[src/rtl/gear_shift_if.sv]
// Gear-shift sequencer bus: selector/speed inputs toward the sequencer and
// the committed gear plus rpm_ctrl commands coming back out of it.
interface gear_shift_if;
  logic [2:0] gear_req;
  logic [3:0] req_max_level;
  logic [3:0] speed_level;
  logic       accel_in;
  logic       decel_in;
  logic [2:0] gear_out;
  logic       accel_pulse;
  logic       decel_pulse;
  logic       shifting;
  logic       shift_done;

  // Environment side: drives requests, speed and user pulses.
  modport master (
    output gear_req, req_max_level, speed_level, accel_in, decel_in,
    input  gear_out, accel_pulse, decel_pulse, shifting, shift_done
  );

  // Sequencer side.
  modport slave (
    input  gear_req, req_max_level, speed_level, accel_in, decel_in,
    output gear_out, accel_pulse, decel_pulse, shifting, shift_done
  );
endinterface

[src/rtl/gear_shift_seq.sv]
// Gear-change sequencer and accel/decel command arbiter for rpm_ctrl.
// A gear request drops speed to the new gear's limit with paced decel pulses,
// holds a clutch interval, then commits the gear. User pulses pass through
// only while idle (decel wins over accel); during a speed drop user decels
// merge with the sequencer's own.
// Optional build macro GEAR_REQ_FILTER_EN: gear_req must be stable for
// STABLE_CYCLES consecutive cycles before it is acted upon.
module gear_shift_seq #(
  parameter int STEP_CYCLES   = 50,
  parameter int CLUTCH_CYCLES = 200,
  parameter int STABLE_CYCLES = 20
) (
  input  logic          clk,
  input  logic          rst,
  gear_shift_if.slave   bus
);

  // One counter width covers every interval this block can time.
  localparam int MAX_AB = (STEP_CYCLES > CLUTCH_CYCLES) ? STEP_CYCLES : CLUTCH_CYCLES;
  localparam int MAX_C  = (MAX_AB > STABLE_CYCLES) ? MAX_AB : STABLE_CYCLES;
  localparam int CW     = $clog2(MAX_C + 1);

  localparam logic [CW-1:0] STEP_LAST   = CW'(STEP_CYCLES - 1);
  localparam logic [CW-1:0] CLUTCH_LAST = CW'(CLUTCH_CYCLES - 1);

  typedef enum logic [1:0] {
    IDLE,
    DROP,
    CLUTCH,
    COMMIT
  } state_t;

  state_t          state_reg, state_next;
  logic [2:0]      tgt_reg, tgt_next;
  logic [CW-1:0]   cnt_reg, cnt_next;
  logic [2:0]      gear_reg, gear_next;
  logic            accel_reg, accel_next;
  logic            decel_reg, decel_next;
  logic            shifting_reg, shifting_next;
  logic            done_reg, done_next;
  logic [2:0]      req_eff;
  logic            speed_ok;

`ifdef GEAR_REQ_FILTER_EN
  localparam logic [CW-1:0] STABLE_N = CW'(STABLE_CYCLES);

  logic [2:0]    prev_req_reg;
  logic [2:0]    filt_req_reg, filt_req_next;
  logic [CW-1:0] stab_cnt_reg, stab_cnt_next;

  // Count consecutive cycles of an unchanged request; adopt it once long enough.
  always_comb begin
    stab_cnt_next = CW'(1);
    if (bus.gear_req == prev_req_reg) begin
      stab_cnt_next = (stab_cnt_reg >= STABLE_N) ? stab_cnt_reg : stab_cnt_reg + CW'(1);
    end
    filt_req_next = filt_req_reg;
    if (stab_cnt_next >= STABLE_N) begin
      filt_req_next = bus.gear_req;
    end
  end

  // Filter state registers.
  always_ff @(posedge clk) begin
    if (rst) begin
      prev_req_reg <= '0;
      filt_req_reg <= '0;
      stab_cnt_reg <= '0;
    end else begin
      prev_req_reg <= bus.gear_req;
      filt_req_reg <= filt_req_next;
      stab_cnt_reg <= stab_cnt_next;
    end
  end

  assign req_eff = filt_req_reg;
`else
  assign req_eff = bus.gear_req;
`endif

  // Limit compare is against the live lookup for the current request.
  assign speed_ok = (bus.speed_level <= bus.req_max_level);

  // Next-state and next-output logic.
  always_comb begin
    state_next = state_reg;
    tgt_next   = tgt_reg;
    cnt_next   = cnt_reg;
    gear_next  = gear_reg;
    accel_next = 1'b0;
    decel_next = 1'b0;
    done_next  = 1'b0;

    unique case (state_reg)
      IDLE: begin
        decel_next = bus.decel_in;
        accel_next = bus.accel_in & ~bus.decel_in;
        if (req_eff != gear_reg) begin
          tgt_next   = req_eff;
          cnt_next   = '0;
          state_next = DROP;
        end
      end

      DROP: begin
        if (req_eff != tgt_reg) begin
          // Request moved mid-shift: back to the committed gear aborts,
          // anything else restarts the drop toward the new target.
          cnt_next = '0;
          if (req_eff == gear_reg) begin
            state_next = IDLE;
          end else begin
            tgt_next   = req_eff;
            state_next = DROP;
          end
        end else if (speed_ok) begin
          cnt_next   = '0;
          state_next = CLUTCH;
        end else begin
          // Step counter free-runs; a user decel only merges into this cycle.
          decel_next = (cnt_reg == '0) | bus.decel_in;
          cnt_next   = (cnt_reg == STEP_LAST) ? '0 : cnt_reg + CW'(1);
        end
      end

      CLUTCH: begin
        if (req_eff != tgt_reg) begin
          cnt_next = '0;
          if (req_eff == gear_reg) begin
            state_next = IDLE;
          end else begin
            tgt_next   = req_eff;
            state_next = DROP;
          end
        end else if (cnt_reg == CLUTCH_LAST) begin
          cnt_next   = '0;
          state_next = COMMIT;
        end else begin
          cnt_next = cnt_reg + CW'(1);
        end
      end

      COMMIT: begin
        gear_next  = tgt_reg;
        done_next  = 1'b1;
        state_next = IDLE;
      end

      default: begin
        state_next = IDLE;
      end
    endcase

    // Rises as soon as a shift is accepted and stays up through the cycle
    // in which the committed gear appears.
    shifting_next = (state_next != IDLE) || (state_reg != IDLE);
  end

  // State and registered outputs.
  always_ff @(posedge clk) begin
    if (rst) begin
      state_reg    <= IDLE;
      tgt_reg      <= '0;
      cnt_reg      <= '0;
      gear_reg     <= '0;
      accel_reg    <= 1'b0;
      decel_reg    <= 1'b0;
      shifting_reg <= 1'b0;
      done_reg     <= 1'b0;
    end else begin
      state_reg    <= state_next;
      tgt_reg      <= tgt_next;
      cnt_reg      <= cnt_next;
      gear_reg     <= gear_next;
      accel_reg    <= accel_next;
      decel_reg    <= decel_next;
      shifting_reg <= shifting_next;
      done_reg     <= done_next;
    end
  end

  assign bus.gear_out    = gear_reg;
  assign bus.accel_pulse = accel_reg;
  assign bus.decel_pulse = decel_reg;
  assign bus.shifting    = shifting_reg;
  assign bus.shift_done  = done_reg;

endmodule
[src/flat_wrapper.sv]
// flat-port wrapper written by rule: the top's interface ports become plain ports
module gear_shift_seq_flat 
#(
  parameter int STEP_CYCLES   = 50,
  parameter int CLUTCH_CYCLES = 200,
  parameter int STABLE_CYCLES = 20
)
  (clk, rst, bus_gear_req, bus_req_max_level, bus_speed_level, bus_accel_in, bus_decel_in, bus_gear_out, bus_accel_pulse, bus_decel_pulse, bus_shifting, bus_shift_done);
  gear_shift_if bus_i ();
  input  logic clk;
  input  logic rst;
  input wire logic [$bits(bus_i.gear_req)-1:0] bus_gear_req;
  input wire logic [$bits(bus_i.req_max_level)-1:0] bus_req_max_level;
  input wire logic [$bits(bus_i.speed_level)-1:0] bus_speed_level;
  input wire logic [$bits(bus_i.accel_in)-1:0] bus_accel_in;
  input wire logic [$bits(bus_i.decel_in)-1:0] bus_decel_in;
  output wire logic [$bits(bus_i.gear_out)-1:0] bus_gear_out;
  output wire logic [$bits(bus_i.accel_pulse)-1:0] bus_accel_pulse;
  output wire logic [$bits(bus_i.decel_pulse)-1:0] bus_decel_pulse;
  output wire logic [$bits(bus_i.shifting)-1:0] bus_shifting;
  output wire logic [$bits(bus_i.shift_done)-1:0] bus_shift_done;
  assign bus_i.gear_req = bus_gear_req;
  assign bus_i.req_max_level = bus_req_max_level;
  assign bus_i.speed_level = bus_speed_level;
  assign bus_i.accel_in = bus_accel_in;
  assign bus_i.decel_in = bus_decel_in;
  assign bus_gear_out = bus_i.gear_out;
  assign bus_accel_pulse = bus_i.accel_pulse;
  assign bus_decel_pulse = bus_i.decel_pulse;
  assign bus_shifting = bus_i.shifting;
  assign bus_shift_done = bus_i.shift_done;
  gear_shift_seq #(.STEP_CYCLES(STEP_CYCLES), .CLUTCH_CYCLES(CLUTCH_CYCLES), .STABLE_CYCLES(STABLE_CYCLES)) u_core (.clk(clk), .rst(rst), .bus(bus_i));
endmodule
[config.mk]
export PLATFORM = sky130hd
export DESIGN_NAME = gear_shift_seq_flat
export DESIGN_NICKNAME = d
export VERILOG_FILES = /design/src/rtl/gear_shift_if.sv /design/src/rtl/gear_shift_seq.sv /design/src/flat_wrapper.sv
export SDC_FILE = /design/constraint.sdc
export NUM_CORES = 1
export LEC_CHECK = 0
export ABC_CLOCK_PERIOD_IN_PS = 1800
export BUFFER_PORTS_ARGS = -buffer_cell sky130_fd_sc_hd__buf_2
export CORE_ASPECT_RATIO = 1.25
export CORE_MARGIN = 1.5
export CORE_UTILIZATION = 54
export CTS_CLUSTER_DIAMETER = 50
export DETAILED_ROUTE_END_ITERATION = 7
export PLACE_DENSITY = 0.89
export REMOVE_ABC_BUFFERS = 1
export SLEW_MARGIN = 0
export SYNTH_ARGS = -nofsm -noshare
export SYNTH_HDL_FRONTEND = slang
export SYNTH_SLANG_ARGS = --single-unit
export TNS_END_PERCENT = 50
[constraint.sdc]
create_clock -name clk -period 1.8 [get_ports clk]
set_input_delay 0.09 -clock clk [delete_from_list [all_inputs] [get_ports clk]]
set_output_delay 0.09 -clock clk [all_outputs]
set_load 0.005 [all_outputs]
### Word-level counts from Yosys, hierarchy flattened

Index checks and enable logic that the tools add are counted.

* word-level logic and storage cells: 58
* output and inout bits: 7
* register bits after elaboration: 20

* multiplexer cells: 22
* bitwise operators: 4
* add/subtract/negate cells: 1
* equality and inequality tests: 11
* reductions and logical operators: 11
* order comparisons: 1

Operator list (number)
* $mux W8: 6
* $pmux W8 S3: 1
* $mux W2: 5
* $mux W3: 3
* $add A8 B1 Y8 const B: 1
* $eq A8 B6 Y1 const B: 1
* $eq A8 B8 Y1 const B: 1
* $logic_not A8 Y1: 1
* $pmux W2 S4: 1
* $ne A3 B3 Y1: 2
* $pmux W3 S2: 1
* $reduce_bool A2 Y1: 3
* $eq A2 B2 Y1 const B: 2
* $le A4 B4 Y1: 1
* $mux W1: 4
* $ne A2 B1 Y1 const B: 2
* $reduce_and A4 Y1: 1
* $reduce_or A2 Y1: 2
* $eq A3 B3 Y1: 1
* $reduce_bool A3 Y1: 1
* $eq A2 B1 Y1 const B: 1
* $logic_not A2 Y1: 1
* $ne A2 B2 Y1 const B: 1
* $not A1 Y1: 2
* 5 further kinds: 5

### Depth between registers and ports, before layout

Gate-level depths: netlist of run 1.

* depth after elaboration: 6
* gate-level depth with buffers: 7
* mapped depth without buffers: 7

### Worst setup path after synthesis of run 1

Ideal clock, no wire load.

* kind: reg-to-reg
* start point: register u_core.cnt_reg[0]
* end point: register u_core.cnt_reg[1]
* arrival: 1.449 ns
* library setup time: 0.121 ns
* setup slack: 0.230 ns
* stages on the path, launching flop included: 7
* cell sequence: dfxtp_1 -> ha_1 -> nand2_1 -> nor4_1 -> and2b_2 -> a21oi_4 -> a21oi_1

* cells in the longest elaborated chain, start to end: 5

Ends and longest elaborated chain
* start, declared: RTL line gear_shift_seq.sv:35 `logic [CW-1:0] cnt_reg, cnt_next;`
* start signal, assigned: RTL line gear_shift_seq.sv:173 `cnt_reg <= cnt_next;`
* $add A8 B1 Y8 / $eq A8 B6 Y1 (equally long branches): RTL line gear_shift_seq.sv:122, gear_shift_seq.sv:139
* $mux W8: RTL line gear_shift_seq.sv:122 `cnt_next = (cnt_reg == STEP_LAST) ? '0 : cnt_reg + CW'(1);`
* $mux W8: RTL line gear_shift_seq.sv:116 `end else if (speed_ok) begin`
* $mux W8: RTL line gear_shift_seq.sv:106 `if (req_eff != tgt_reg) begin`
* $pmux W8 S3 (*): RTL line gear_shift_seq.sv:94 `unique case (state_reg)`

Mark *: on every way between the ends. The rest lies on a longest branch, timed or not.
A chain may end at the register's enable or synchronous reset.

### Worst setup path in the final report of run 1

* start point: register u_core.cnt_reg[0]
* end point: register u_core.cnt_reg[3]

Same word-level chain as after synthesis.

==> results of run 1 <==
## logic make-up after synthesis
group	count (synthesis)
buf+inv	14
mux	6
xor+xnor	12
compound gates	30
fa+ha+maj	11
simple gates	41
flops	20
## power groups by stage
| stage | sequential, mW | clock [mW] | combinational (mW) |
|---|---|---|---|
| after floorplan | 0.481 | 0 | 0.128 |
| after global placement | 0.481 | 0 | 0.178 |
| after detailed placement | 0.483 | 0 | 0.187 |
| after CTS | 0.473 | 0.374 | 0.191 |
| after global routing | 0.477 | 0.395 | 0.222 |
| final | 0.474 | 0.373 | 0.204 |
## worst paths after layout
| kind | start | to | slack (ps) | depth (start not counted) |
|---|---|---|---|---|
| min reg2reg | u_core.cnt_reg[0] | u_core.cnt_reg[0] | 540 | 2 |
| max reg2reg | u_core.cnt_reg[0] | u_core.cnt_reg[3] | 100 | 6 |
| max | u_core.cnt_reg[0] | u_core.cnt_reg[3] | 100 | 6 |
| min | bus_accel_in | u_core.bus.accel_pulse | 20 | 2 |
## layout make-up
type / instances / share of cell area
inverters: 12 / 0.0304
clock inverters: 1 / 0.0203
flip-flops and latches: 20 / 0.271
clock buffers: 3 / 0.0152
well taps: 31 / 0.0262
repair buffers: 29 / 0.111
multi-input cells: 100 / 0.525
## synth_stat cells (all sizes together), types with 2 or more instances
master and count:
nor4 2, nor2 12, a21oi 12, a211oi 2
nand4 2, o21ai 4, a41oi 2, nor3 2
xnor2 3, inv 12, and3 2, a31oi 2
xor2 9, nand2 5, nand3 7, dfxtp 20
ha 11, and4 2, mux2i 6, nor2b 2
## worst max-delay path, delay by kind of cell, from the launching register on
| family | cells | cell delay [ps] |
|---|---|---|
| compound gates | 2 | 320 |
| fa+ha+maj | 1 | 220 |
| flops | 1 | 410 |
| simple gates | 3 | 650 |
## per-stage QoR
step | worst slack [ps] | cell area [µm²] | utilization
2_1_floorplan | 230 | 1210 | -
3_3_place_gp | 216 | 1370 | 0.633
3_5_place_dp | 133 | 1370 | 0.633
4_1_cts | 108 | 1430 | 0.662
5_1_grt | 9.00 | 1480 | 0.685
6_report | 96.7 | 1480 | 0.685
## per-layer routing
metal,GRT usage,up-vias
met3,0.0422,10
met5,0,-
met2,0.396,61
met4,0.118,0
met1,0.259,520
li1,-,540
## repair_timing
action | 4_1_cts | 5_1_grt
endpoints found under the setup margin | 0 | 7
setup buffers | 0 | 5
gates resized for setup | 0 | 4
endpoints found under the hold margin | 1 | 0
hold buffers | 1 | 0
==> run summary, run 1 <==
DR vias - 1131
Part of the power in the clock network - 0.355
Slew @ Worst Pin - 452 ps
Clock Tree Buf Depth - 2
Initial Utilization - 0.565
Core area - 2160 µm²
Setup TNS - 0 ps
Worst-path fanout max - 6
Largest net degree at the start of global routing - 15
FF+latch count, synth - 20
Post-synthesis mux area share - 0.0491
Synth Area in XOR/XNOR - 0.0860
DR WL met3 - 149 µm
Most common cell after layout, fill and taps aside - buf_2
Row cnt - 19
Initial antenna violation count - 0
Max incr delay on CP - 410 ps
Fin crit share - 0.946
Max reg flops - 8
Logic pwr share - 0.194
I/O Buffers - 21
Hold Slack - 23.6 ps
Seq pwr share - 0.451
Post-synth EDFFs - 0
Internal cell power - 0.773 mW
Register area share after synthesis - 0.328
Relative slew margins - 0.695
Iteration-0 DRC Markers - 58
Total Wirelength - 2790 µm
VDD IR max - 0.000641 V
Die width - 45.6 µm
Final layout net count - 192
Share of cells above drive strength 1 - 0.267
CTS Sinks - 20
Die ar. - 2560 µm²
Chip height - 56.2 µm
Leak - 0.628 nW
Grt total ovfl - 0
First-pass GRT wire length - 4420 µm
Max Clock Skew - 1.42 ps
Htree depth - 1
Final Setup Violations - 0
Syn Inst Count - 134
Setup crit end kind - flip-flop
Critical Path Slowest Stage Cell - dfxtp_1
Adder-cell share of the synthesized area - 0.113
Endpoints failing hold - 0
Pins Over Slew Limit - 0
Worst skew pair latency - 310 ps
DRT met1 WL - 1090 µm
Top-area cell type share of the netlist area - 0.328
Minimum clock period - 1700 ps
Final HPWL DP - 2030 µm
Top post-synthesis cells by area - dfxtp_1, ha_1, xor2_1, mux2i_1, a21oi_1
Largest family of logic cells by synthesized area - simple AND/OR/NAND/NOR gates
WP data required - 2010 ps
DRT antenna net count - 0
CTS buffer count - 3
Switching pwr - 0.278 mW
Unrepaired setup endpoints after global routing - no
Multi-input gate area - 778 µm²
Top sig layer - met4
Clock-pin transition on the worst setup and hold timing paths - 120 ps
Commonest non-fill, non-tap cells in the layout - buf_2, dfxtp_1, inv_1, nor2_1, a21oi_1
CTS Root Buffer Type - clkbuf_4
FF+latch area - 402 µm²
Outcome - completed
FFs w/ async S/R, synth - 0
Post-Syn Area - 1220 µm²
Arrival @ worst endpoint - 1910 ps
Avg Cell Area, Syn - 9.12 µm²
Maxcap violations - 0
Critical path type - flip-flop to flip-flop
Non-filler instance count after layout - 196
Synth Area in Simple Gates - 0.199
Pwr/cell area - 709 nW/µm²
Synth area leader - dfxtp_1
Ys Warns - 0
CP Cell Sequence - ha_1, nand2_1, nor4_1, and2b_2, a21oi_4, a21oi_1
Net Sw Frac - 0.264
Overall routing resource usage - 0.232
Fillers - 169
Type of the tightest min-delay check - input port to flip-flop
CTS tree - yes
Via density per instance - 5.77
Number of remaining DRC errors - 0
Syn-to-layout area delta - 21.2%
Avg WL per Cell - 14.2 µm
Post-synth cell types - 39
Routed wl met2 - 1480 µm
Synth Flop Type - dfxtp_1
GP Congestion - 0.936
Io pins - 22
Post-placement cell count - 186
Highest Clock Rate - 587 MHz
Compound-Gate Fraction of Synth Area - 0.180
Power Total - 1.05 mW
DRT Pass-1 Iters - 4
CP startpoint kind - flip-flop
Antenna fix cells - 0
Vias in the first global route - 1056
No activity file was read; power rests on OpenSTA's default activity.
==> run 2: changes to the inputs <==
--- a/config.mk
+++ b/config.mk
@@ -6,15 +6,14 @@
 export NUM_CORES = 1
 export LEC_CHECK = 0
 export ABC_CLOCK_PERIOD_IN_PS = 1800
-export BUFFER_PORTS_ARGS = -buffer_cell sky130_fd_sc_hd__buf_2
 export CORE_ASPECT_RATIO = 1.25
 export CORE_MARGIN = 1.5
-export CORE_UTILIZATION = 54
+export CORE_UTILIZATION = 55
 export CTS_CLUSTER_DIAMETER = 50
 export DETAILED_ROUTE_END_ITERATION = 7
-export PLACE_DENSITY = 0.89
+export DONT_BUFFER_PORTS = 1
+export PLACE_DENSITY = 0.81
 export REMOVE_ABC_BUFFERS = 1
-export SLEW_MARGIN = 0
 export SYNTH_ARGS = -nofsm -noshare
 export SYNTH_HDL_FRONTEND = slang
 export SYNTH_SLANG_ARGS = --single-unit
==> run 2 against run 1 <==
  * Global-route usage shrank 0.40 points
  * First-iteration DRC count shrank 72%
  * Core utilization shrank 1.4 points
  * Count of clock-buffer cells in the layout is the same
  * Power shrank 16%
  * Clock skew is essentially flat
  * Critical path type unchanged
  * Register-to-register slack gained 20 ps
  * Clock power shrank 42%
  * Largest cell class unchanged
  * Sequential power is essentially flat
  * Die area shrank 1.7%
  * Final cell count shrank 16%
  * Setup slack gained 18 ps
==> run summary, run 2 (same netlist as run 1, synthesis figures left out) <==
Grt total ovfl - 0 (unchanged)
Relative slew margins - 0.692 (was 0.695)
DR vias - 1029 (was 1131)
Die width - 45.2 µm (was 45.6 µm)
Minimum clock period - 1690 ps (was 1700 ps)
Non-filler instance count after layout - 164 (was 196)
Clock-pin transition on the worst setup and hold timing paths - 100 ps (was 120 ps)
Post-placement cell count - 155 (was 186)
Row cnt - 18 (was 19)
Overall routing resource usage - 0.228 (was 0.232)
Core area - 2030 µm² (was 2160 µm²)
Initial Utilization - 0.603 (was 0.565)
Critical path startpoint - u_core.cnt_reg[0] (unchanged)
CTS Sinks - 20 (unchanged)
Hold Crit Depth - 2 (unchanged)
Leak - 0.525 nW (was 0.628 nW)
Fin crit share - 0.936 (was 0.946)
R2R cell count - 6 (unchanged)
I/O Buffers - 0 (was 21)
Chip height - 55.7 µm (was 56.2 µm)
Worst-path fanout max - 6 (unchanged)
Grt met1 use - 0.273 (was 0.259)
Share of cells above drive strength 1 - 0.111 (was 0.267)
Worst r2r src - u_core.cnt_reg[0] (unchanged)
Hold Slack - 61.0 ps (was 23.6 ps)
Highest Clock Rate - 593 MHz (was 587 MHz)
Via density per instance - 6.27 (was 5.77)
DRT antenna net count - 0 (unchanged)
CTS buffer count - 3 (unchanged)
VDD IR max - 0.000614 V (was 0.000641 V)
Initial antenna violation count - 0 (unchanged)
Max Clock Skew - 1.38 ps (was 1.42 ps)
Iteration-0 DRC Markers - 16 (was 58)
Outcome - completed (unchanged)
GRT Max-Usage Layer - met2 (unchanged)
Power Total - 0.878 mW (was 1.05 mW)
GP Congestion - 0.902 (was 0.936)
Io pins - 22 (unchanged)
Commonest non-fill, non-tap cells in the layout - dfxtp_1, inv_1, nor2_1 (was buf_2, dfxtp_1, inv_1, nor2_1, a21oi_1)
Pwr/cell area - 646 nW/µm² (was 709 nW/µm²)
Htree depth - 1 (unchanged)
Number of remaining DRC errors - 0 (unchanged)
Max reg flops - 8 (unchanged)
Final layout net count - 172 (was 192)
Pins Over Slew Limit - 0 (unchanged)
Critical path type - flip-flop to flip-flop (unchanged)
First-pass GRT wire length - 4340 µm (was 4420 µm)
Final core occ - 0.671 (was 0.685)
Total Wirelength - 2550 µm (was 2790 µm)
Type of the tightest min-delay check - input port to flip-flop (unchanged)
Setup bufs post-CTS - 0 (unchanged)
GRT met3 Usage - 0.0292 (was 0.0422)
Post-route cell area - 1360 µm² (was 1480 µm²)
Clock Tree Buf Depth - 2 (unchanged)
CP startpoint kind - flip-flop (unchanged)
Most common cell after layout, fill and taps aside - dfxtp_1 (was buf_2)
Syn-to-layout area delta - 11.3% (was 21.2%)
Avg WL per Cell - 15.5 µm (was 14.2 µm)
WP data required - 2000 ps (was 2010 ps)
Largest net degree at the start of global routing - 13 (was 15)
Met2 usage - 0.386 (was 0.396)
Area after DPL - 1260 µm² (was 1370 µm²)
Maxcap violations - 0 (unchanged)
Worst skew pair latency - 310 ps (about the same)
Fillers - 177 (was 169)
Die ar. - 2520 µm² (was 2560 µm²)
Slew @ Worst Pin - 460 ps (was 452 ps)
Worst Hold Launch - rst (was bus_accel_in)
Antenna fix cells - 0 (unchanged)
DRT Pass-1 Iters - 4 (unchanged)
CTS tree - yes (unchanged)
Final Setup Violations - 0 (unchanged)
Endpoints failing hold - 0 (unchanged)
Arrival @ worst endpoint - 1890 ps (was 1910 ps)
CTS Root Buffer Type - clkbuf_4 (unchanged)
Vias in the first global route - 1006 (was 1056)
Final HPWL DP - 1870 µm (was 2030 µm)
Setup crit end kind - flip-flop (unchanged)
==> run 2: worst paths after layout <==
path / to / slack [ps]
worst max-delay path: u_core.cnt_reg[6] / 110
worst min register to register: u_core.cnt_reg[0] / 550
worst min-delay path: u_core.state_reg[0] / 60
worst max register to register: u_core.cnt_reg[6] / 110
==> run 2: critical path: stages (launching register included) <==
cell and delay [ps]:
dfxtp_1 400, ha_1 220, nand2_1 90, nor4_2 260, and2b_2 290, a21oi_4 230
a21oi_1 100
==> run 2: metrics by stage <==
step / setup slack (ps) / setup TNS [ps]
2_1_floorplan: 230 / 0
3_3_place_gp: 218 / 0
3_5_place_dp: 93.3 / 0
4_1_cts: 75.7 / 0
5_1_grt: -2.01 / -2.01
6_report: 114 / 0
==> run 2: timing repair <==
action | in CTS | in global routing
hold endpoints to repair | 13 | 0
gates resized for setup | 0 | 3
endpoints found under the setup margin | 0 | 7
hold buffers | 6 | 0
==> run 2: where the power goes <==
part / switching, mW / total [mW] / leakage (nW) / internal (mW)
clock network: 0.136 / 0.215 / 0.0138 / 0.0784
registers: 0.0161 / 0.475 / 0.163 / 0.459
logic: 0.105 / 0.189 / 0.348 / 0.0840
total: 0.257 / 0.878 / 0.525 / 0.621
==> run 2: metal layers <==
layer | up-vias | wire (µm)
met3 | 9 | 98
met4 | 0 | 78
met2 | 32 | 1290
met5 | - | 0
li1 | 503 | -
met1 | 485 | 1080
==> run 2: area by class of cell <==
type	count	area [µm²]	share of cell area
Tap cell	20	25.0	0.0184
Clock buffer	3	22.5	0.0166
Multi-Input combinational cell	100	785	0.577
Timing Repair Buffer	9	82.6	0.0607
Sequential cell	20	400	0.294
Inverter	12	45.0	0.0331
